==> src/rtl/sm_product_accumulator_if.sv <==
`default_nettype none
// +-----------------------------------------------------------------------+
// | sm_product_accumulator_if : product-in / frame-sum-out handshake bus  |
// | Rev 1.0                                                               |
// +-----------------------------------------------------------------------+
interface sm_product_accumulator_if #(
    parameter int PW = 16,
    parameter int AW = 24
) ();
    logic          in_valid;
    logic          in_ready;
    logic [PW-1:0] in_data;
    logic          out_valid;
    logic          out_ready;
    logic [AW-1:0] acc_out;
    logic          out_ovf;

    modport master (
        output in_valid,
        output in_data,
        output out_ready,
        input  in_ready,
        input  out_valid,
        input  acc_out,
        input  out_ovf
    );

    modport slave (
        input  in_valid,
        input  in_data,
        input  out_ready,
        output in_ready,
        output out_valid,
        output acc_out,
        output out_ovf
    );
endinterface
`default_nettype wire

==> src/rtl/sm_product_accumulator.sv <==
`default_nettype none
// +-----------------------------------------------------------------------+
// | sm_product_accumulator : sign-magnitude product -> saturating frame sum|
// | Rev 1.0                                                               |
// +-----------------------------------------------------------------------+
module sm_product_accumulator #(
    parameter int PW  = 16,
    parameter int LEN = 8,
    parameter int AW  = 24
) (
    input  wire logic clk,
    input  wire logic rst,
    input  wire logic clr,
    sm_product_accumulator_if.slave bus
);
    localparam int              c_cnt_w = (LEN > 1) ? $clog2(LEN) : 1;
    localparam logic [c_cnt_w-1:0] c_last = c_cnt_w'(LEN - 1);

    typedef enum logic [0:0] {
        ACC  = 1'b0,
        HOLD = 1'b1
    } state_t;

    state_t              r_state;
    state_t              w_state_nxt;
    logic [c_cnt_w-1:0]  r_cnt;
    logic [AW-1:0]       r_acc;
    logic                r_ovf;

    logic                w_accept;
    logic                w_last;
    logic                w_release;
    logic [AW-1:0]       w_mag;
    logic [AW-1:0]       w_value;
    logic [AW:0]         w_sum;
    logic                w_sat;
    logic [AW-1:0]       w_acc_nxt;

    assign bus.in_ready  = (r_state == ACC);
    assign bus.out_valid = (r_state == HOLD);
    assign bus.acc_out   = r_acc;
    assign bus.out_ovf   = r_ovf;

    assign w_accept  = bus.in_valid && (r_state == ACC);
    assign w_last    = (r_cnt == c_last);
    assign w_release = (r_state == HOLD) && bus.out_ready;

    // Negative zero falls out naturally: -0 == 0.
    assign w_mag   = {{(AW-PW+1){1'b0}}, bus.in_data[PW-2:0]};
    assign w_value = bus.in_data[PW-1] ? (~w_mag + 1'b1) : w_mag;

    // One guard bit: the top two bits disagree exactly when the sum left AW-bit range.
    assign w_sum = {r_acc[AW-1], r_acc} + {w_value[AW-1], w_value};
    assign w_sat = (w_sum[AW] != w_sum[AW-1]);

    always_comb begin
        w_acc_nxt = w_sum[AW-1:0];
        if (w_sat) begin
            w_acc_nxt = w_sum[AW] ? {1'b1, {(AW-1){1'b0}}} : {1'b0, {(AW-1){1'b1}}};
        end
    end

    always_ff @(posedge clk or posedge rst) begin
        if (rst) begin
            r_state <= ACC;
        end else begin
            r_state <= w_state_nxt;
        end
    end

    always_comb begin
        w_state_nxt = r_state;
        if (clr) begin
            w_state_nxt = ACC;
        end else begin
            case (r_state)
                ACC:     if (w_accept && w_last) w_state_nxt = HOLD;
                HOLD:    if (bus.out_ready)      w_state_nxt = ACC;
                default: w_state_nxt = ACC;
            endcase
        end
    end

    always_ff @(posedge clk or posedge rst) begin
        if (rst) begin
            r_cnt <= '0;
            r_acc <= '0;
            r_ovf <= 1'b0;
        end else if (clr) begin
            r_cnt <= '0;
            r_acc <= '0;
            r_ovf <= 1'b0;
        end else if (w_release) begin
            r_acc <= '0;
            r_ovf <= 1'b0;
        end else if (w_accept) begin
            r_acc <= w_acc_nxt;
            r_ovf <= r_ovf | w_sat;
            r_cnt <= w_last ? '0 : (r_cnt + 1'b1);
        end
    end
endmodule
`default_nettype wire

==> src/flat_wrapper.sv <==
// flat-port wrapper written by rule: the top's interface ports become plain ports
module sm_product_accumulator_flat 
#(
    parameter int PW  = 16,
    parameter int LEN = 8,
    parameter int AW  = 24
)
  (clk, rst, clr, bus_in_valid, bus_in_data, bus_out_ready, bus_in_ready, bus_out_valid, bus_acc_out, bus_out_ovf);
  sm_product_accumulator_if #(.PW(PW), .AW(AW)) bus_i ();
  input  wire logic clk;
  input  wire logic rst;
  input  wire logic clr;
  input wire logic [$bits(bus_i.in_valid)-1:0] bus_in_valid;
  input wire logic [$bits(bus_i.in_data)-1:0] bus_in_data;
  input wire logic [$bits(bus_i.out_ready)-1:0] bus_out_ready;
  output wire logic [$bits(bus_i.in_ready)-1:0] bus_in_ready;
  output wire logic [$bits(bus_i.out_valid)-1:0] bus_out_valid;
  output wire logic [$bits(bus_i.acc_out)-1:0] bus_acc_out;
  output wire logic [$bits(bus_i.out_ovf)-1:0] bus_out_ovf;
  assign bus_i.in_valid = bus_in_valid;
  assign bus_i.in_data = bus_in_data;
  assign bus_i.out_ready = bus_out_ready;
  assign bus_in_ready = bus_i.in_ready;
  assign bus_out_valid = bus_i.out_valid;
  assign bus_acc_out = bus_i.acc_out;
  assign bus_out_ovf = bus_i.out_ovf;
  sm_product_accumulator #(.PW(PW), .LEN(LEN), .AW(AW)) u_core (.clk(clk), .rst(rst), .clr(clr), .bus(bus_i));
endmodule
==> config.mk <==
export PLATFORM = sky130hd
export DESIGN_NAME = sm_product_accumulator_flat
export DESIGN_NICKNAME = d
export VERILOG_FILES = /design/src/rtl/sm_product_accumulator_if.sv /design/src/rtl/sm_product_accumulator.sv /design/src/flat_wrapper.sv
export SDC_FILE = /design/constraint.sdc
export NUM_CORES = 1
export LEC_CHECK = 0
export CORE_ASPECT_RATIO = 1.75
export CORE_UTILIZATION = 54
export CTS_CLUSTER_DIAMETER = 40
export DETAILED_ROUTE_END_ITERATION = 7
export HOLD_SLACK_MARGIN = 0.06
export MAX_ROUTING_LAYER = met4
export PLACE_DENSITY = 0.85
export SLEW_MARGIN = 30
export SYNTH_ARGS = -nofsm -noshare
export SYNTH_HDL_FRONTEND = slang
export SYNTH_SLANG_ARGS = --single-unit
==> constraint.sdc <==
create_clock -name clk -period 3.4 [get_ports clk]
set_input_delay 0.68 -clock clk [delete_from_list [all_inputs] [get_ports clk]]
set_output_delay 0.68 -clock clk [all_outputs]
set_load 0.005 [all_outputs]
==> impl_metrics.csv, run 1 <==
group,metric,value,unit
clock_network,clock_path_buffers,2,
timing,worst_endpoint_kind,"register input",
floorplan,floorplan.initialDensity,55.8,%
status,status,"aborted with a tool error",
synthesis,synthFlopType,"dfrtp_1",
place,dpl_worst_slack,-1.26,ns
synthesis,synth_seq_cells,29,
clock_network,cts_hold_buf,0,
timing,postGrtWorstEndpoint,"u_core.bus.acc_out[22]$_DFFE_PP0P_/D",
synthesis,syn_area,2760,um2
synthesis,syn_nets,406,
synthesis,synth.avg_cell_area,7.74,um2
status,error,"[ERROR DPL-0038] Utilization greater than 100%, impossible to legalize",
global_routing,grt_max_degree,30,
clock_network,cts-root-buf,"clkbuf_8",
synthesis,synth_cell_types,48,
synthesis,synth_edf_count,0,
synthesis,ys_seq_area_share,26.3,%
place,place.port_buffers,47,
clock_network,numClockSinks,29,
floorplan,dieHeight,96.5,um
floorplan,die_w,56.0,um
status,stop_stage,"5_1_grt",
synthesis,synth_cells,356,
clock_network,cts_max_level,2,
synthesis,async_reset_ff_share,100,%
synthesis,ys_top_cells_by_area,"dfrtp_1, ha_1, xnor2_1, nand2_1, nor2_1",
place,globalplace.congestion,0.942,
place,placed_area,3950,um2
synthesis,netlist.area_leader.share,26.3,%
clock_network,numCtsBuffers,5,
place,dp.cells,537,
place,post-dp-hpwl,7.01,mm
floorplan,ios,48,
synthesis,synth_largest_area_cell,"dfrtp_1",
floorplan,rows,34,
synthesis,yosysWarnings,0,
[synthesized netlist by cell type (2+ instances only)]
master	n
nand3_1	6
ha_1	28
o21a_1	4
o31a_1	6
o21ai_0	22
a31oi_1	2
a211oi_1	4
buf_4	2
nor3_1	7
a211o_1	2
buf_2	4
nand2_1	52
nor3b_1	2
nor2_1	42
xor2_1	5
o211ai_1	2
o21ai_2	2
o21ai_1	21
xnor2_1	23
o31ai_1	6
nand2b_1	6
a21oi_1	26
clkbuf_1	4
inv_1	16
nor2b_1	4
dfrtp_1	29
a21o_1	7
o221ai_1	2
[stage by stage]
stage               utilization [%]  hold WS [ns]
floorplan                         -         0.487
global placement               80.0         0.501
detailed placement             80.0         0.507
CTS                            92.3         0.522
[cells by family after synthesis]
logic type | Yosys count | synth area share, %
compound gates | 118 | 26.8
xor+xnor | 30 | 10.1
fa+ha+maj | 29 | 13.4
simple gates | 123 | 18.9
mux | 1 | 0.363
buf+inv | 26 | 4.00
flops | 29 | 26.3
[what timing repair did]
action	CTS
cloned	3
setup buffers	18
setup endpoints to repair	25
pin swaps	37
hold endpoints to repair	0
gates resized for setup	85
==> inputs of run 2 (changes only) <==
Settings changed: CORE_ASPECT_RATIO 1.75 to unset, CORE_UTILIZATION 54 to 40, CTS_CLUSTER_DIAMETER 40 to unset, HOLD_SLACK_MARGIN 0.06 to unset, MAX_ROUTING_LAYER met4 to unset, PLACE_DENSITY 0.85 to unset, PLACE_DENSITY_LB_ADDON set to 0.15.
==> impl_metrics.csv, run 2 <==
group,metric,value,unit
worst_setup_path,path_cells,"buf_6 > or4_4 > nor3_4 > nor2b_4 > nand2b_4 > o21ai_4 > nand2_1 > ha_4 > nand3_1 > a21oi_1 > a311oi_2 > buf_4 > a31o_4 > xnor2_4 > xor2_4 > buf_12 > buf_8 > a22oi_2 > nor2_1",
timing,maxSlewViolCount,0,
synthesis,synth.avg_cell_area,7.74,um2
synthesis,ys_seq_area_share,26.3,%
worst_setup_path,worst-r2r-setup-slack,0.43,ns
global_routing,groute.usage.overall,25.3,%
synthesis,ys_top_cells_by_area,"dfrtp_1, ha_1, xnor2_1, nand2_1, nor2_1",
timing,fin_ws,-0.576,ns
timing,period_minus_slack,3.98,ns
worst_setup_path,path_max_fanout,7,
synthesis,synth_cells,356,
power,total_power,0.00447,W
run,maxCapViolCount,0,
status,violations,"setup timing",
global_routing,grt_pass1_wl,14.5,mm
timing,timing.fmax,252,MHz
layout,fin_util,72.6,%
timing,clock_skew,0.00313,ns
clock_network,numClockSinks,29,
worst_setup_path,cp-end-kind,"flop",
clock_network,clock_path_buffers,2,
timing,period_share,117,%
floorplan,rows,29,
floorplan,dieHeight,85.0,um
routing,wl_per_cell,17.2,um
synthesis,synth_cell_types,48,
place,dpl_worst_slack,-1.27,ns
layout,largest_reg_flops,24,
worst_setup_path,slowest_delay,0.55,ns
worst_setup_path,crit_slowest_cell,"or4_4",
synthesis,yosysWarnings,0,
synthesis,synth_largest_area_cell,"dfrtp_1",
global_routing,antenna_found_initial,0,
floorplan,ios,48,
synthesis,synth_common_cells,"nand2_1, nor2_1, dfrtp_1",
layout,final_cell_mix,"buf_4, nand2_1, clkdlybuf4s50_1, nor2_1, dfrtp_1",
worst_setup_path,r2r_cells,14,
worst_setup_path,start_kind,"input port",
timing,setup_viol,25,
power,p_leak,2.16,nW
place,globalplace.congestion,0.917,
floorplan,die_area,7220,um2
timing,whs,0.525,ns
routing,postRouteWirelength,10.2,mm
routing,drt_iter0_markers,120,
clock_network,clk_pin_slew,0.07,ns
layout,drive_above_1_share,36.6,%
global_routing,grt-ovfl-total,0,
floorplan,core_region_area,6490,um2
worst_setup_path,arrival,4.19,ns
worst_setup_path,worstSetupStartpoint,"bus_in_data[5]",
power,peakVddDrop,0.000677,V
global_routing,grt_max_degree,30,
routing,first_pass_iters,4,
worst_hold_path,hp-class,"reg2reg",
synthesis,syn_nets,406,
worst_setup_path,timing_worst_setup_path_type,"in2reg",
synthesis,syn_area,2760,um2
synthesis,async_reset_ff_share,100,%
clock_network,cts-root-buf,"clkbuf_8",
worst_setup_path,rr_endpoint,"u_core.bus.acc_out[5]$_DFFE_PP0P_",
clock_network,cts_tree,"yes",
synthesis,synth_edf_count,0,
worst_hold_path,hold_depth,2,
timing,tightest_slew,0.410,ns
layout,nets,563,
worst_hold_path,min_to,"u_core.bus.acc_out[12]$_DFFE_PP0P_",
routing,viasPerCell,5.55,
synthesis,synthFlopType,"dfrtp_1",
synthesis,yosysMostFrequentCell,"nand2_1",
timing,slew-limit-headroom,72.5,%
clock_network,cts_hold_buf,0,
synthesis,netlist.area_leader.share,26.3,%
clock_network,numCtsBuffers,5,
clock_network,clock_latency,0.29,ns
floorplan,die_w,85.0,um
layout,syn2layout_area_growth,71.2,%
place,place.port_buffers,47,
worst_hold_path,worstHoldStart,"u_core.bus.acc_out[12]$_DFFE_PP0P_",
layout,diodes,0,
floorplan,floorplan.initialDensity,42.4,%
timing,final.setup.tns,-13.28,ns
worst_setup_path,worst_r2r_startpoint,"u_core.bus.acc_out[0]$_DFFE_PP0P_",
routing,drc_errors,0,
routing,num_vias,3280,
layout,final_common_cell,"buf_4",
timing,finalHoldViolCount,0,
routing,ant_nets,0,
global_routing,grt_pass1_vias,3233,
synthesis,synth_seq_cells,29,
timing,rsz0062_at_grt,"true",
power,power.density,949,nW/um2
status,status,"finished, violations left",
worst_setup_path,worstPathRequired,3.61,ns
clock_network,cts_max_level,2,
place,post-dp-hpwl,6.10,mm
run 2: cell counts after synthesis:
Identical to the previous run, type by type.
run 2: worst max path at each step:
stage	to	slack, ns	cells past startpoint
after detailed placement	u_core.bus.acc_out[22]$_DFFE_PP0P_	-1.27	17
after global routing	u_core.bus.acc_out[22]$_DFFE_PP0P_	-0.74	18
after floorplan	u_core.bus.acc_out[13]$_DFFE_PP0P_	-0.39	18
after CTS	u_core.bus.acc_out[11]$_DFFE_PP0P_	-0.46	18
after global placement	u_core.bus.acc_out[22]$_DFFE_PP0P_	-1.11	17
final	u_core.bus.out_ovf$_DFFE_PP0P_	-0.58	19
run 2: cells by family (layout without fill, tap and decap cells):
logic type | count (synthesis) | after routing | share of synthesized area, %
AOI/OAI and AO/OA | 118 | 118 | 26.8
xor gates and xnor gates | 30 | 30 | 10.1
adders and majority gates | 29 | 29 | 13.4
buffers and inverters | 26 | 184 | 4.00
DFF | 29 | 29 | 26.3
muxes | 1 | 1 | 0.363
and+or+nand+nor | 123 | 123 | 18.9
run 2: worst max-delay path: cells and delay by family:
family	cells	cell delay, ns
xor gates and xnor gates	2	0.39
and+or+nand+nor	7	1.33
buffers and inverters	4	0.56
adders and majority gates	1	0.31
AOI/OAI and AO/OA	5	0.92
run 2: area by class of cell:
| type | count | area, um2 |
|---|---|---|
| multi-input combinational | 301 | 2350 |
| fill | 479 | 1780 |
| timing repair buffer | 160 | 1400 |
| sequential | 29 | 726 |
| tap | 77 | 96.3 |
| clock buffer | 6 | 72.6 |
| inverter | 16 | 60.1 |
| clock inverter | 2 | 10.0 |
run 2: layer usage:
layer	up-vias	part of all wire (%)	wire length, um	global-route usage [%]
li1	1578	-	-	-
met1	1577	41	4160	30.4
met2	99	52	5250	44.9
met3	26	4.6	471	4.57
met4	0	2.9	291	9.71
met5	-	0	0	0
run 2: report_power, final:
part	internal, W	leakage (nW)	switching, W
clock network	0.000142	0.0450	0.000151
registers	0.000484	0.383	0.000154
logic	0.00189	1.73	0.00166
run 2: repair_timing:
action	in CTS	in global routing
cloned	3	1
pin swaps	29	36
resized for setup	64	64
setup endpoints to repair	25	25
buffers inserted	15	14
run 2: metrics by stage:
step	instances	cell area [um2]
floorplan	356	2790
global placement	552	3900
detailed placement	552	3900
CTS	577	4320
global route	591	4720
finish	591	4720
Power figures use the tool's default switching activity.
